## src/rtl/act_skew_feeder.sv

```systemverilog
// Activation skew feeder: latches an NxN matrix, replays it as diagonally skewed row streams,
// zero-fills a drain window, then pulses done. Optional macro SKEW_STALL_EN adds a stall input.
module act_skew_feeder #(
   parameter int unsigned N            = 3,
   parameter int unsigned DW           = 8,
   parameter int unsigned DRAIN_CYCLES = 3
) (
   input  logic              clk,
   input  logic              nrst,
   input  logic              in_valid,
   output logic              in_ready,
   input  logic [N*N*DW-1:0] act_in,
`ifdef SKEW_STALL_EN
   input  logic              stall,
`endif
   output logic [N*DW-1:0]   row_act,
   output logic [N-1:0]      row_vld,
   output logic              frame_start,
   output logic              busy,
   output logic              done
);

   localparam int unsigned FeedLen = 2 * N - 1;
   localparam int unsigned CntMax  = (FeedLen > DRAIN_CYCLES) ? FeedLen : DRAIN_CYCLES;
   localparam int unsigned CW      = (CntMax > 1) ? $clog2(CntMax) : 1;
   localparam logic [CW-1:0] FeedLast  = CW'(FeedLen - 1);
   localparam logic [CW-1:0] DrainLast = CW'((DRAIN_CYCLES == 0) ? 0 : DRAIN_CYCLES - 1);

   typedef enum logic [1:0] {StIdle, StFeed, StDrain, StDone} state_e;

   state_e              state_q, state_d;
   logic [CW-1:0]       cnt_q, cnt_d;
   logic [N*N*DW-1:0]   mat_q, mat_d;
   logic                hold;
   logic                held;

`ifdef SKEW_STALL_EN
   logic held_q;

   assign hold = stall && ((state_q == StFeed) || (state_q == StDrain));
   assign held = held_q;

   // Remembers a held cycle so frame_start stays a single-cycle pulse across a stall.
   always_ff @(posedge clk) begin
      if (!nrst) begin
         held_q <= 1'b0;
      end else begin
         held_q <= hold;
      end
   end
`else
   assign hold = 1'b0;
   assign held = 1'b0;
`endif

   always_comb begin
      state_d = state_q;
      cnt_d   = cnt_q;
      mat_d   = mat_q;
      unique case (state_q)
         StIdle: begin
            if (in_valid) begin
               mat_d   = act_in;
               cnt_d   = '0;
               state_d = StFeed;
            end
         end
         StFeed: begin
            if (!hold) begin
               if (cnt_q == FeedLast) begin
                  cnt_d   = '0;
                  state_d = (DRAIN_CYCLES == 0) ? StDone : StDrain;
               end else begin
                  cnt_d = cnt_q + 1'b1;
               end
            end
         end
         StDrain: begin
            if (!hold) begin
               if (cnt_q == DrainLast) begin
                  cnt_d   = '0;
                  state_d = StDone;
               end else begin
                  cnt_d = cnt_q + 1'b1;
               end
            end
         end
         StDone: begin
            state_d = StIdle;
         end
         default: state_d = StIdle;
      endcase
   end

   always_ff @(posedge clk) begin
      if (!nrst) begin
         state_q <= StIdle;
         cnt_q   <= '0;
         mat_q   <= '0;
      end else begin
         state_q <= state_d;
         cnt_q   <= cnt_d;
         mat_q   <= mat_d;
      end
   end

   // Lane r carries column r, delayed by r cycles: element A[cnt-r][r].
   always_comb begin
      int k;
      k       = 0;
      row_act = '0;
      row_vld = '0;
      for (int r = 0; r < int'(N); r++) begin
         k = int'(cnt_q) - r;
         if ((state_q == StFeed) && (k >= 0) && (k < int'(N))) begin
            row_act[r*int'(DW) +: DW] = mat_q[(k * int'(N) + r) * int'(DW) +: DW];
            row_vld[r]                = 1'b1;
         end
      end
   end

   assign in_ready    = (state_q == StIdle) && nrst;
   assign busy        = (state_q != StIdle);
   assign done        = (state_q == StDone);
   assign frame_start = (state_q == StFeed) && (cnt_q == '0) && !held;

endmodule

```

## config.mk

```make
export PLATFORM = sky130hd
export DESIGN_NAME = act_skew_feeder
export DESIGN_NICKNAME = d
export VERILOG_FILES = /design/src/rtl/act_skew_feeder.sv
export SDC_FILE = /design/constraint.sdc
export NUM_CORES = 1
export LEC_CHECK = 0
export ABC_AREA = 1
export BUFFER_PORTS_ARGS = -buffer_cell sky130_fd_sc_hd__buf_4
export CAP_MARGIN = 5
export CORE_MARGIN = 3
export CORE_UTILIZATION = 45
export CTS_CLUSTER_SIZE = 8
export DETAILED_ROUTE_END_ITERATION = 8
export GPL_TIMING_DRIVEN = 0
export PLACE_DENSITY_LB_ADDON = 0.25
export SETUP_SLACK_MARGIN = 0.3
export SYNTH_ARGS = -nofsm -noshare
export SYNTH_HDL_FRONTEND = slang
export SYNTH_SLANG_ARGS = --single-unit
```

## constraint.sdc

```tcl
create_clock -name clk -period 5.19 [get_ports clk]
set_input_delay 0.519 -clock clk [delete_from_list [all_inputs] [get_ports clk]]
set_output_delay 0.519 -clock clk [all_outputs]
set_load 0.02 [all_outputs]
```

## Yosys cells after proc, flatten, opt, wreduce, memory -nomap -nowiden

Cells that the tools add are included.

| word-level totals | value |
|---|---|
| input bits | 75 |
| output and inout bits | 31 |
| flip-flop bits (word level) | 77 |
| bits in writable memories | 0 |
| latch bits | 0 |
| memory bits (read-only) | 0 |
| memories kept | 0 |
| logic and storage cells | 57 |

| operators by class | value |
|---|---|
| reduce and logical (&&, ||, !) cells | 15 |
| equality and inequality tests | 8 |
| magnitude comparators | 6 |
| add/sub/neg operators | 5 |
| bitwise operators | 0 |
| shifts and indexed selects | 3 |
| muxes and demuxes | 14 |
| div/mod/pow operators | 0 |
| multiply operators | 3 |

Operators by type and width:

| kind | number |
|---|---|
| $shiftx 72x11->8 | 2 |
| $shiftx 72x9->8 | 1 |
| $mux 8 | 3 |
| $mul 4x3->7 const B | 2 |
| $mux 3 | 3 |
| $pmux 3 s3 | 1 |
| $add 7x2->8 const B | 1 |
| $add 7x3->8 const B | 1 |
| $ge 4x1->1 const B | 2 |
| $logic_and 1x1->1 | 8 |
| $lt 4x3->1 const B | 2 |
| $pmux 2 s4 | 1 |
| $mux 2 | 3 |
| $ne 2x2->1 const B | 3 |
| $mul 3x2->5 const B | 1 |
| $eq 2x2->1 const B | 2 |
| $reduce_and 2->1 | 2 |
| $sub 3x1->4 const B | 1 |
| $sub 3x2->4 const B | 1 |
| $add 3x1->3 const B | 1 |
| $eq 3x2->1 const B | 1 |
| $eq 3x3->1 const B | 1 |
| $ge 3x1->1 const B | 1 |
| $logic_not 3->1 | 1 |
| 7 further kinds | 9 |

## Depth between registers and ports, before layout

Gate-level depths: netlist of the first run.

| logic depth | value |
|---|---|
| depth after elaboration | 5 |
| depth in mapped cells | 18 |
| mapped depth without buffers | 15 |

## Least setup slack after synthesis of the first run

OpenSTA, ideal clock, no wires.

| path | value |
|---|---|
| path kind | reg-to-output |
| start point | register cnt_q[1] |
| end point | output row_act[11] |
| data required time | 4.671 ns |
| path buffers | 6 |
| setup slack | 1.326 ns |
| arrival time | 3.345 ns |
| cell stages (with the launch flop) | 18 |
| path through | dfxtp_1 > buf_2 > inv_2 > buf_4 > buf_2 > ha_1 > buf_2 > inv_2 > buf_2 > ha_1 > inv_1 > fa_1 > inv_1 > clkbuf_1 > nand3_1 > nand3_1 > nand2_1 > nor2_1 |

| on the way | value |
|---|---|
| longest elaborated chain between the ends | 5 |
| elaborated cells between the ends (all ways) | 9 |
| classes of those cells | 2 x add/sub; 1 x mul; 2 x order compare; 1 x shift; 1 x mux; 2 x reduce/logical |

RTL lines:

| what | line | source |
|---|---|---|
| from (decl) | 32 | `logic [CW-1:0] cnt_q, cnt_d;` |
| from (signal assigned) | 102 | `cnt_q <= cnt_d;` |
| $sub 3x1->4 (*) | 114 | `k = int'(cnt_q) - r;` |
| $mul 4x3->7 or $ge 4x1->1 (tied branches) | 116, 115 |  |
| $add 7x2->8 or $logic_and 1x1->1 (tied branches) | 116, 115 |  |
| $shiftx 72x11->8 or $logic_and 1x1->1 (tied branches) | 116, 115 |  |
| $mux 8 (*) | 115 | `if ((state_q == StFeed) && (k >= 0) && (k < int'(N))) begin` |
| to (decl) | 16 | `output logic [N*DW-1:0] row_act,` |

Every way passes the cells marked *; elsewhere a longest branch is shown, timed or not.

## Final worst setup path of the first run

| path | value |
|---|---|
| start point | register cnt_q[1] |
| end point | output row_act[10] |

Same word-level chain as after synthesis.

==> results of run 1 <==
-- state kept, by name (all words and copies together) (netlist names) --
| name | flops |
|---|---|
| mat_q | 72 |
| state_q | 2 |
| cnt_q | 3 |
-- metrics by stage --
stage          utilization, %  setup WS [ns]
6_report                 59.1          0.432
5_1_grt                  59.1          0.319
4_1_cts                  58.9          0.294
3_5_place_dp             56.4          0.366
3_3_place_gp             56.4          0.379
2_1_floorplan               -           1.33
-- final cells by class --
class | instances | area share [%]
Clock buffer | 11 | 2.26
Multi-Input combinational cell | 644 | 49.7
Inverter | 43 | 2.62
Clock inverter | 5 | 1.70
Timing Repair Buffer | 105 | 12.6
Buffer | 49 | 3.83
Tap cell | 136 | 2.72
Sequential cell | 77 | 24.6
-- tightest hold or removal path, cell delays in order --
cell and delay, ns:
buf_4 0.07, o21ai_0 0.07, nor2_1 0.07
-- logic make-up (layout without fill, tap and decap cells) --
group / count (synthesis) / in the layout
and+or+nand+nor: 485 / 485
adders and majority gates: 25 / 25
DFF: 77 / 77
AOI/OAI and AO/OA: 129 / 129
xor gates and xnor gates: 5 / 5
buffers and inverters: 92 / 213
-- power groups by stage --
stage	sequential [uW]	clock, uW	combinational, uW
2_1_floorplan	863	0	1440
3_3_place_gp	925	0	1980
3_5_place_dp	926	0	2000
4_1_cts	914	577	2030
5_1_grt	938	607	2350
6_report	921	575	2120
-- layout by cell type (no fill, tap or decap), drive strengths merged --
cell type and instances:
nand2 213, clkinvlp 1, o22ai 1, bufinv 3, or2 1, o21ai 86
xnor2 3, inv 44, fa 1, clkbuf 35, buf 130, a21oi 27
a211oi 2, nor3 4, a31oi 13, nand3 92, nand4 5, dfxtp 77
nor2 170, xor2 2, ha 24
-- metal layers --
metal  part of all wire, %  vias up  routed length [um]
met5                     0        -                   0
met4                   4.0        0                 695
met3                   8.9       53                1540
met2                    45      306                7820
met1                    42     2662                7180
li1                      -     2862                   -
-- final timing paths --
kind                                  from           to  cells past startpoint
worst min-delay path            act_in[59]    mat_q[59]                      3
worst max-delay path              cnt_q[1]  row_act[10]                     18
worst min register to register   mat_q[64]    mat_q[64]                      2
worst max register to register    cnt_q[1]     cnt_q[1]                     11
-- repair_timing --
item                       4_1_cts  5_1_grt
resized for setup                5        7
setup endpoints to repair        8        8
pin swaps                        0        1
setup buffers                    0        1
==> results.cfg, run 1 <==
[timing]
worst_clock_skew_ns = 0.0101
rsz0062_at_grt = false
achievable-frequency_ghz = 0.210
hold-worst-slack_ns = 0.398
fin_tns_setup_ns = 0
period_minus_slack_ns = 4.76
finalHoldViolCount = 0
setup-violations-final = 0
worst_slew_pin_slew_ns = 0.693
relative_slew_margins_pct = 53.8
maxSlewViolCount = 0
final_min_period_over_clock_period_pct = 91.7

[clock_tree]
tritoncts_num_sinks = 77
clk_transition_reported_paths_ns = 0.09
max-clock-path-buffers = 2
cts_tree = yes
worstSkewPairLatency_ns = 0.37
ctsHtreeMaxLevel = 3
ctsHoldBuffers = 0
cts-buffers-inserted = 9
clock_tree.root_cell = clkbuf_8

[place]
global_placer_s_final_weighted_congestion = 0.979
dp.cells = 1053
dp.final_hpwl_um = 13200
post_place_cell_area_sq_um = 5980
io_buffers = 104

[global_route]
groute.layer.met1.usage_pct = 35.4
use_met3_pct = 6.79
global_route_congestion_overflow_total = 0
grt_first_pass_wirelength_um = 27500
globalRoute.busiestLayer = met2
grt_usage_pct = 27.7
first_global_vias = 5500
grt_start_max_net_pins = 16
number_of_antenna_violations_at_the_first_check_in_global_routing = 0
groute.layer.met2.usage_pct = 44.1

[layout]
seq_cell_area_sq_um = 1540
multi_input_area_sq_um = 3110
antenna-diode-count = 0
fin_cells = 1070
fillCellCount = 1129
final_layout_size_suffix_gt1_share_pct = 19.1
syn2layout_area_growth_pct = 24.5
finish.net_count = 1029
fin_area_sq_um = 6270

[synth]
synth_sequential_area_ratio_pct = 30.6
synth_edf_count = 0
synth.top_cells.by_count = 211 x nand2_1, 166 x nor2_1, 90 x nand3_1
synth-xor-area-share_pct = 1.54
post_synthesis_compound_gate_area_fraction_pct = 13.7
synthesis.area_sq_um = 5030
synth_top_family_by_area = simple AND/OR/NAND/NOR gates
yosys_warnings = 0
synthesis.area_per_instance_sq_um = 6.19
synth-simple-area-share_pct = 39.9
yosys.cell_types.count = 36
synth.largest_area_cell = dfxtp_1
synth_top_cell_area_share_pct = 30.6
postSynthRegisterBits = 77
post_synth_main_area_contributors = dfxtp_1 31%, nand2_1 16%, nor2_1 12%
async_flop_share_pct = 0
synth_nets = 913
synth_most_common_cell = nand2_1
yosys.area_share.adder_pct = 6.36
netlist_instances = 813
muxShareOfSynthArea_pct = 0
synth_flop_cell = dfxtp_1

[floorplan]
die_area_sq_um = 12500
top_level_ports = 106
chipHeight_um = 112
die_w_um = 112
start_util_pct = 47.5
std_cell_rows = 37
design.core.area_sq_um = 10600

[power]
power.density_nw_per_um2 = 576
seqPwrFrac_pct = 25.5
total_switching_power_uw = 1810
power.leakage_uw = 0.00280
finalPower_uw = 3610
p_sw_share_pct = 50.2
pwr-share-comb_pct = 58.6
vdd_drop_max_mv = 0.423
power.share.clock_pct = 15.9
intPower_uw = 1800

[critical_path]
critPathKind = reg2out
cp_slowest_cell = fa_2
timing.critical_path.required_ns = 4.67
critical_path.n_buffers_inverters = 11
worst-r2r-setup-slack_ns = 2.84
crit_path_cell_trace = buf_2, inv_2, buf_4, buf_4, ha_1, buf_2, inv_2, buf_4, ha_1, inv_1, fa_2, inv_1, clkbuf_4, nand3_1, nand2_1, a21oi_2, nor2_1, buf_4
timing.critical_path.fanout_max = 15
cp.arrival_ns = 4.24
critPathCaptureType = output port
crit_top_cell = buf_4
max_stage_delay_ns = 0.59
worst_setup_path_start_kind = flip-flop
path_delay_family = buffers and inverters

[routing]
drt-wirelength-per-cell_um = 16.1
routed_via_density = 5.50
drtPass1Iterations = 5
wl_um = 17200
drt_iter0_markers = 534
drc = 0
antenna_violating_nets_post_route = 0
vias = 5883

[outcome]
run_status = finished, final reports clean

[flow_run]
drv_cap = 0

[hold_path]
holdCritPathClass = in2reg
Note: power is estimated with default switching activity, not from simulation.
==> run 2, diff against run 1 <==
--- a/config.mk
+++ b/config.mk
@@ -5,7 +5,6 @@
 export SDC_FILE = /design/constraint.sdc
 export NUM_CORES = 1
 export LEC_CHECK = 0
-export ABC_AREA = 1
 export BUFFER_PORTS_ARGS = -buffer_cell sky130_fd_sc_hd__buf_4
 export CAP_MARGIN = 5
 export CORE_MARGIN = 3
==> run 2 against run 1 <==
Compared with the run above:
- synthesized cell count decreased by 31%
- worst setup slack improved by 0.14 ns
- count of clock-buffer cells in the layout fell by 1
- critical path type unchanged
- highest routed layer unchanged
==> results.cfg, run 2 <==
[outcome]
run_status = finished, final reports clean

[clock_tree]
ctsHoldBuffers = 0
worstSkewPairLatency_ns = 0.37
clock_tree.root_cell = clkbuf_8
cts-buffers-inserted = 9
clk_transition_reported_paths_ns = 0.09
tritoncts_num_sinks = 77
max-clock-path-buffers = 2
cts_tree = yes
ctsHtreeMaxLevel = 3

[layout]
mostFrequentLayoutCells = 168 x nand2_1, 108 x buf_4, 93 x a21oi_1
antenna-diode-count = 0
largestRegisters = mat_q x72, cnt_q x3, state_q x2
top_reg_by_flops = mat_q
syn2layout_area_growth_pct = 26.4
final_common_cell = nand2_1
finish.net_count = 774
largest_register_ff_count = 72
final_layout_size_suffix_gt1_share_pct = 25.6

[synth]
synth_most_common_cell = nand2_1
postSynthRegisterBits = 77
synth.top_cells.by_count = 168 x nand2_1, 93 x a21oi_1, 77 x dfxtp_1
synth_edf_count = 0
synth_sequential_area_ratio_pct = 33.1
synth.largest_area_cell = dfxtp_1
synthesis.area_sq_um = 4650
post_synth_main_area_contributors = dfxtp_1 33%, mux4_2 15%, nand2_1 14%
yosys_warnings = 0
netlist_instances = 558
synthesis.area_per_instance_sq_um = 8.34
synth_flop_cell = dfxtp_1
synth_nets = 658
synth_top_cell_area_share_pct = 33.1
async_flop_share_pct = 0
yosys.cell_types.count = 39

[global_route]
use_met3_pct = 4.74
globalRoute.busiestLayer = met2
global_route_congestion_overflow_total = 0
first_global_vias = 4243
grt_start_max_net_pins = 15
grt_first_pass_wirelength_um = 22000
groute.layer.met2.usage_pct = 40.9
number_of_antenna_violations_at_the_first_check_in_global_routing = 0
groute.layer.met1.usage_pct = 32.6
grt_usage_pct = 25.0

[power]
power.share.clock_pct = 22.7
power.leakage_uw = 0.00233
power.density_nw_per_um2 = 389
finalPower_uw = 2290
vdd_drop_max_mv = 0.210
p_sw_share_pct = 40.1
total_switching_power_uw = 918
intPower_uw = 1370
seqPwrFrac_pct = 35.8
pwr-share-comb_pct = 41.6

[critical_path]
critPathKind = reg2out
critPathCaptureType = output port
worst_setup_path_start_kind = flip-flop
cp.arrival_ns = 4.10
worstRegToRegCells = 10
timing.critical_path.fanout_max = 10
timing.critical_path.required_ns = 4.67

[timing]
fin_tns_setup_ns = 0
relative_slew_margins_pct = 50.1
rsz0062_at_grt = false
maxSlewViolCount = 0
worst_clock_skew_ns = 0.0168
worst_slew_pin_slew_ns = 0.748
period_minus_slack_ns = 4.62
finalHoldViolCount = 0
achievable-frequency_ghz = 0.216
setup-violations-final = 0
final_min_period_over_clock_period_pct = 89.1

[floorplan]
top_level_ports = 106
die_area_sq_um = 11600
start_util_pct = 47.0
die_w_um = 108
std_cell_rows = 36
chipHeight_um = 108
design.core.area_sq_um = 9910

[hold_path]
holdCritPathClass = in2reg
min_delay_path_depth = 3

[routing]
drt_iter0_markers = 349
routed_via_density = 5.53
drc = 0
drt-wirelength-per-cell_um = 17.5
wl_um = 14200
vias = 4492
antenna_violating_nets_post_route = 0
drtPass1Iterations = 4

[flow_run]
drv_cap = 0

[place]
io_buffers = 105
global_placer_s_final_weighted_congestion = 0.942
dp.final_hpwl_um = 11200
run 2: per-stage QoR:
stage	util [%]	area (sq um)	setup slack, ns	instances	hold WS (ns)
after floorplan	-	4650	0.815	558	0.443
after global placement	56.6	5610	-0.0786	796	0.459
after detailed placement	56.6	5610	-0.0574	796	0.469
after global routing	59.4	5880	0.340	812	0.378
after CTS	59.1	5860	0.355	812	0.375
final	59.4	5880	0.568	812	0.389
run 2: final timing paths:
check              from          to  slack (ns)
max            cnt_q[1]  row_act[8]        0.57
min          act_in[60]   mat_q[60]        0.39
max reg2reg    cnt_q[1]    cnt_q[1]        2.92
min reg2reg   mat_q[13]   mat_q[13]        0.48
run 2: cell families (layout without fill, tap and decap cells):
family	after synthesis	in the layout	share of synthesized area (%)
AO/OA/AOI/OAI	122	122	14.5
XOR/XNOR	6	6	1.53
adder cells (fa/ha/maj)	25	25	6.88
buffers and inverters	52	173	4.46
flip-flops	77	77	33.1
multiplexers	52	52	19.8
AND/OR/NAND/NOR	224	224	19.7
run 2: final cells by class:
class | count | area, sq um
plain buffers | 37 | 173
clock buffers | 10 | 138
clock inverters | 6 | 93.8
fillers | 909 | 4030
inverters | 15 | 56.3
multi-input cells | 429 | 2920
flip-flops and latches | 77 | 1540
well taps | 133 | 166
repair buffers | 105 | 788
run 2: worst max-delay path: stages (launching register included):
cell	delay, ns
dfxtp_2	0.41
buf_4	0.23
buf_6	0.20
inv_1	0.14
ha_1	0.29
buf_2	0.23
buf_6	0.20
inv_1	0.05
ha_1	0.29
ha_1	0.28
a21oi_1	0.16
nor2b_1	0.08
or4_1	0.40
a31o_2	0.33
a21oi_1	0.24
buf_4	0.19
run 2: repair_timing:
item / in CTS / in global routing
setup endpoints to repair: 8 / 8
buffers inserted: 0 / 0
pin swaps: 0 / 1
gates resized for setup: 7 / 7
run 2: power groups by stage:
| stage | sequential, uW | combinational [uW] | clock [uW] |
|---|---|---|---|
| 2_1_floorplan | 771 | 667 | 0 |
| 3_3_place_gp | 821 | 903 | 0 |
| 3_5_place_dp | 828 | 922 | 0 |
| 4_1_cts | 814 | 933 | 527 |
| 5_1_grt | 826 | 1050 | 550 |
| 6_report | 818 | 950 | 518 |
run 2: per-layer routing:
layer  routed length [um]  share of wire [%]
met3                 1080                7.6
met4                  394                2.8
met5                    0                  0
met2                 6950                 49
met1                 5790                 41
==> run 3, diff against run 2 <==
--- a/config.mk
+++ b/config.mk
@@ -8,7 +8,7 @@
 export BUFFER_PORTS_ARGS = -buffer_cell sky130_fd_sc_hd__buf_4
 export CAP_MARGIN = 5
 export CORE_MARGIN = 3
-export CORE_UTILIZATION = 45
+export CORE_UTILIZATION = 50
 export CTS_CLUSTER_SIZE = 8
 export DETAILED_ROUTE_END_ITERATION = 8
 export GPL_TIMING_DRIVEN = 0
==> run 3 against run 2 <==
Compared with the run above:
- routed wire length fell by 2.4%
- largest power group unchanged
- sequential share of layout area rose by 0.29 points
- global-route usage rose by 1.8 points
- clock power fell by 14%
- clock skew fell by 0.011 ns
- worst hold slack improved by 0.019 ns
- highest routed layer unchanged
- maximum frequency fell by 1.6%
==> results.cfg, run 3 (synthesis gave the netlist of run 2 again) <==
[outcome]
run_status = finished, final reports clean

[critical_path]
critPathCaptureType = output port
max_stage_delay_ns = 0.45
cp.arrival_ns = 4.18
worst-r2r-setup-slack_ns = 2.90
timing.critical_path.required_ns = 4.67
cp_slowest_cell = fa_1
worst_setup_path_start_kind = flip-flop
reg2reg_from = cnt_q[1]
crit_path_start = cnt_q[1]
crit_path_cell_trace = buf_4, buf_4, inv_1, ha_1, clkbuf_4, buf_6, inv_1, ha_1, inv_1, fa_1, xor2_2, buf_4, nor3_4, nand2_1, a21oi_1, buf_4
crit_top_cell = buf_4
critPathKind = reg2out
timing.critical_path.fanout_max = 10

[place]
global_placer_s_final_weighted_congestion = 0.957
dp.final_hpwl_um = 10900
io_buffers = 105
pre_cts_ws_ns = -0.0971

[clock_tree]
worstSkewPairLatency_ns = 0.35
clk_transition_reported_paths_ns = 0.08
cts-buffers-inserted = 9
tritoncts_num_sinks = 77
ctsHtreeMaxLevel = 3
max-clock-path-buffers = 2
clock_tree.root_cell = clkbuf_8
cts_tree = yes

[timing]
setup-violations-final = 0
rsz0062_at_grt = false
worst_slew_pin_slew_ns = 0.698
relative_slew_margins_pct = 53.5
period_minus_slack_ns = 4.70
final_min_period_over_clock_period_pct = 90.5
hold-worst-slack_ns = 0.408
finalWorstSetupSlack_ns = 0.492
finalHoldViolCount = 0
maxSlewViolCount = 0
worst_clock_skew_ns = 0.00567
achievable-frequency_ghz = 0.213
fin_tns_setup_ns = 0

[layout]
final_core_utilization_pct = 65.4
largest_register_ff_count = 72
top_reg_by_flops = mat_q
antenna-diode-count = 0
finish.net_count = 775
mostFrequentLayoutCells = 168 x nand2_1, 109 x buf_4, 93 x a21oi_1
largestRegisters = mat_q x72, cnt_q x3, state_q x2
fillCellCount = 767
syn2layout_area_growth_pct = 25.0
final_common_cell = nand2_1
final_layout_size_suffix_gt1_share_pct = 25.4

[routing]
vias = 4455
antenna_violating_nets_post_route = 0
routed_via_density = 5.65
drt-wirelength-per-cell_um = 17.6
drt_iter0_markers = 360
drtPass1Iterations = 5
wl_um = 13900
drc = 0

[floorplan]
std_cell_rows = 34
design.core.area_sq_um = 8890
die_w_um = 102
start_util_pct = 52.4
top_level_ports = 106
chipHeight_um = 102
die_area_sq_um = 10500

[hold_path]
min_from = act_in[35]
holdCritPathClass = in2reg

[global_route]
grt_first_pass_wirelength_um = 21200
number_of_antenna_violations_at_the_first_check_in_global_routing = 0
global_route_congestion_overflow_total = 0
first_global_vias = 4345
grt_usage_pct = 26.8
grt_start_max_net_pins = 14

[power]
power.leakage_uw = 0.00231
vdd_drop_max_mv = 0.185
power.density_nw_per_um2 = 382

[flow_run]
drv_cap = 0
[run 3: cell count changes in the layout (fill, tap and decap cells not counted), sizes merged]
cell	delta
clkbuf	+3
bufinv	-1
buf	-1
[run 3: final timing paths]
check | to | cells past startpoint
hold reg to reg | mat_q[22] | 2
setup reg to reg | cnt_q[1] | 10
setup / recovery | row_act[8] | 16
hold / removal | mat_q[35] | 3
[run 3: worst max-delay path, delay by kind of cell (launching register included)]
kind / cells / cell delay [ns]
compound gates: 1 / 0.23
xor+xnor: 1 / 0.19
fa+ha+maj: 3 / 1.05
buf+inv: 9 / 1.51
flops: 1 / 0.41
simple gates: 2 / 0.45
[run 3: metrics by stage]
| step | instance area, sq um | total power, uW | std cells |
|---|---|---|---|
| after detailed placement | 5580 | 1740 | 771 |
| after global placement | 5580 | 1710 | 771 |
| after global routing | 5820 | 2370 | 788 |
| final | 5820 | 2220 | 788 |
| after CTS | 5790 | 2190 | 787 |
| after floorplan | 4650 | 1440 | 558 |
[run 3: layout make-up]
cell class	count	area (sq um)	share of cell area, %
well taps	108	135	2.32
clock inverters	5	60.1	1.03
clock buffers	11	131	2.26
flip-flops and latches	77	1540	26.5
multi-input cells	429	2920	50.3
inverters	15	56.3	0.968
plain buffers	37	171	2.95
repair buffers	106	796	13.7
[run 3: report_power, final]
group	total, uW	internal, uW	switching, uW
logic	959	394	565
registers	817	698	119
clock network	447	224	223
total	2220	1320	907
[run 3: per-layer routing]
layer  wire [um]  track usage, %  part of all wire [%]
met1        5510            33.4                    40
met2        6880            45.6                    50
met3        1100            6.83                   7.9
met4         392            8.27                   2.8
met5           0               0                     0
[run 3: what timing repair did]
| action | in CTS | in global routing |
|---|---|---|
| hold buffers | 0 | 0 |
| buffers inserted | 0 | 1 |
| endpoints found under the setup margin | 8 | 8 |
| pin swaps | 0 | 1 |
| cloned | 0 | 0 |
| resized for setup | 7 | 6 |
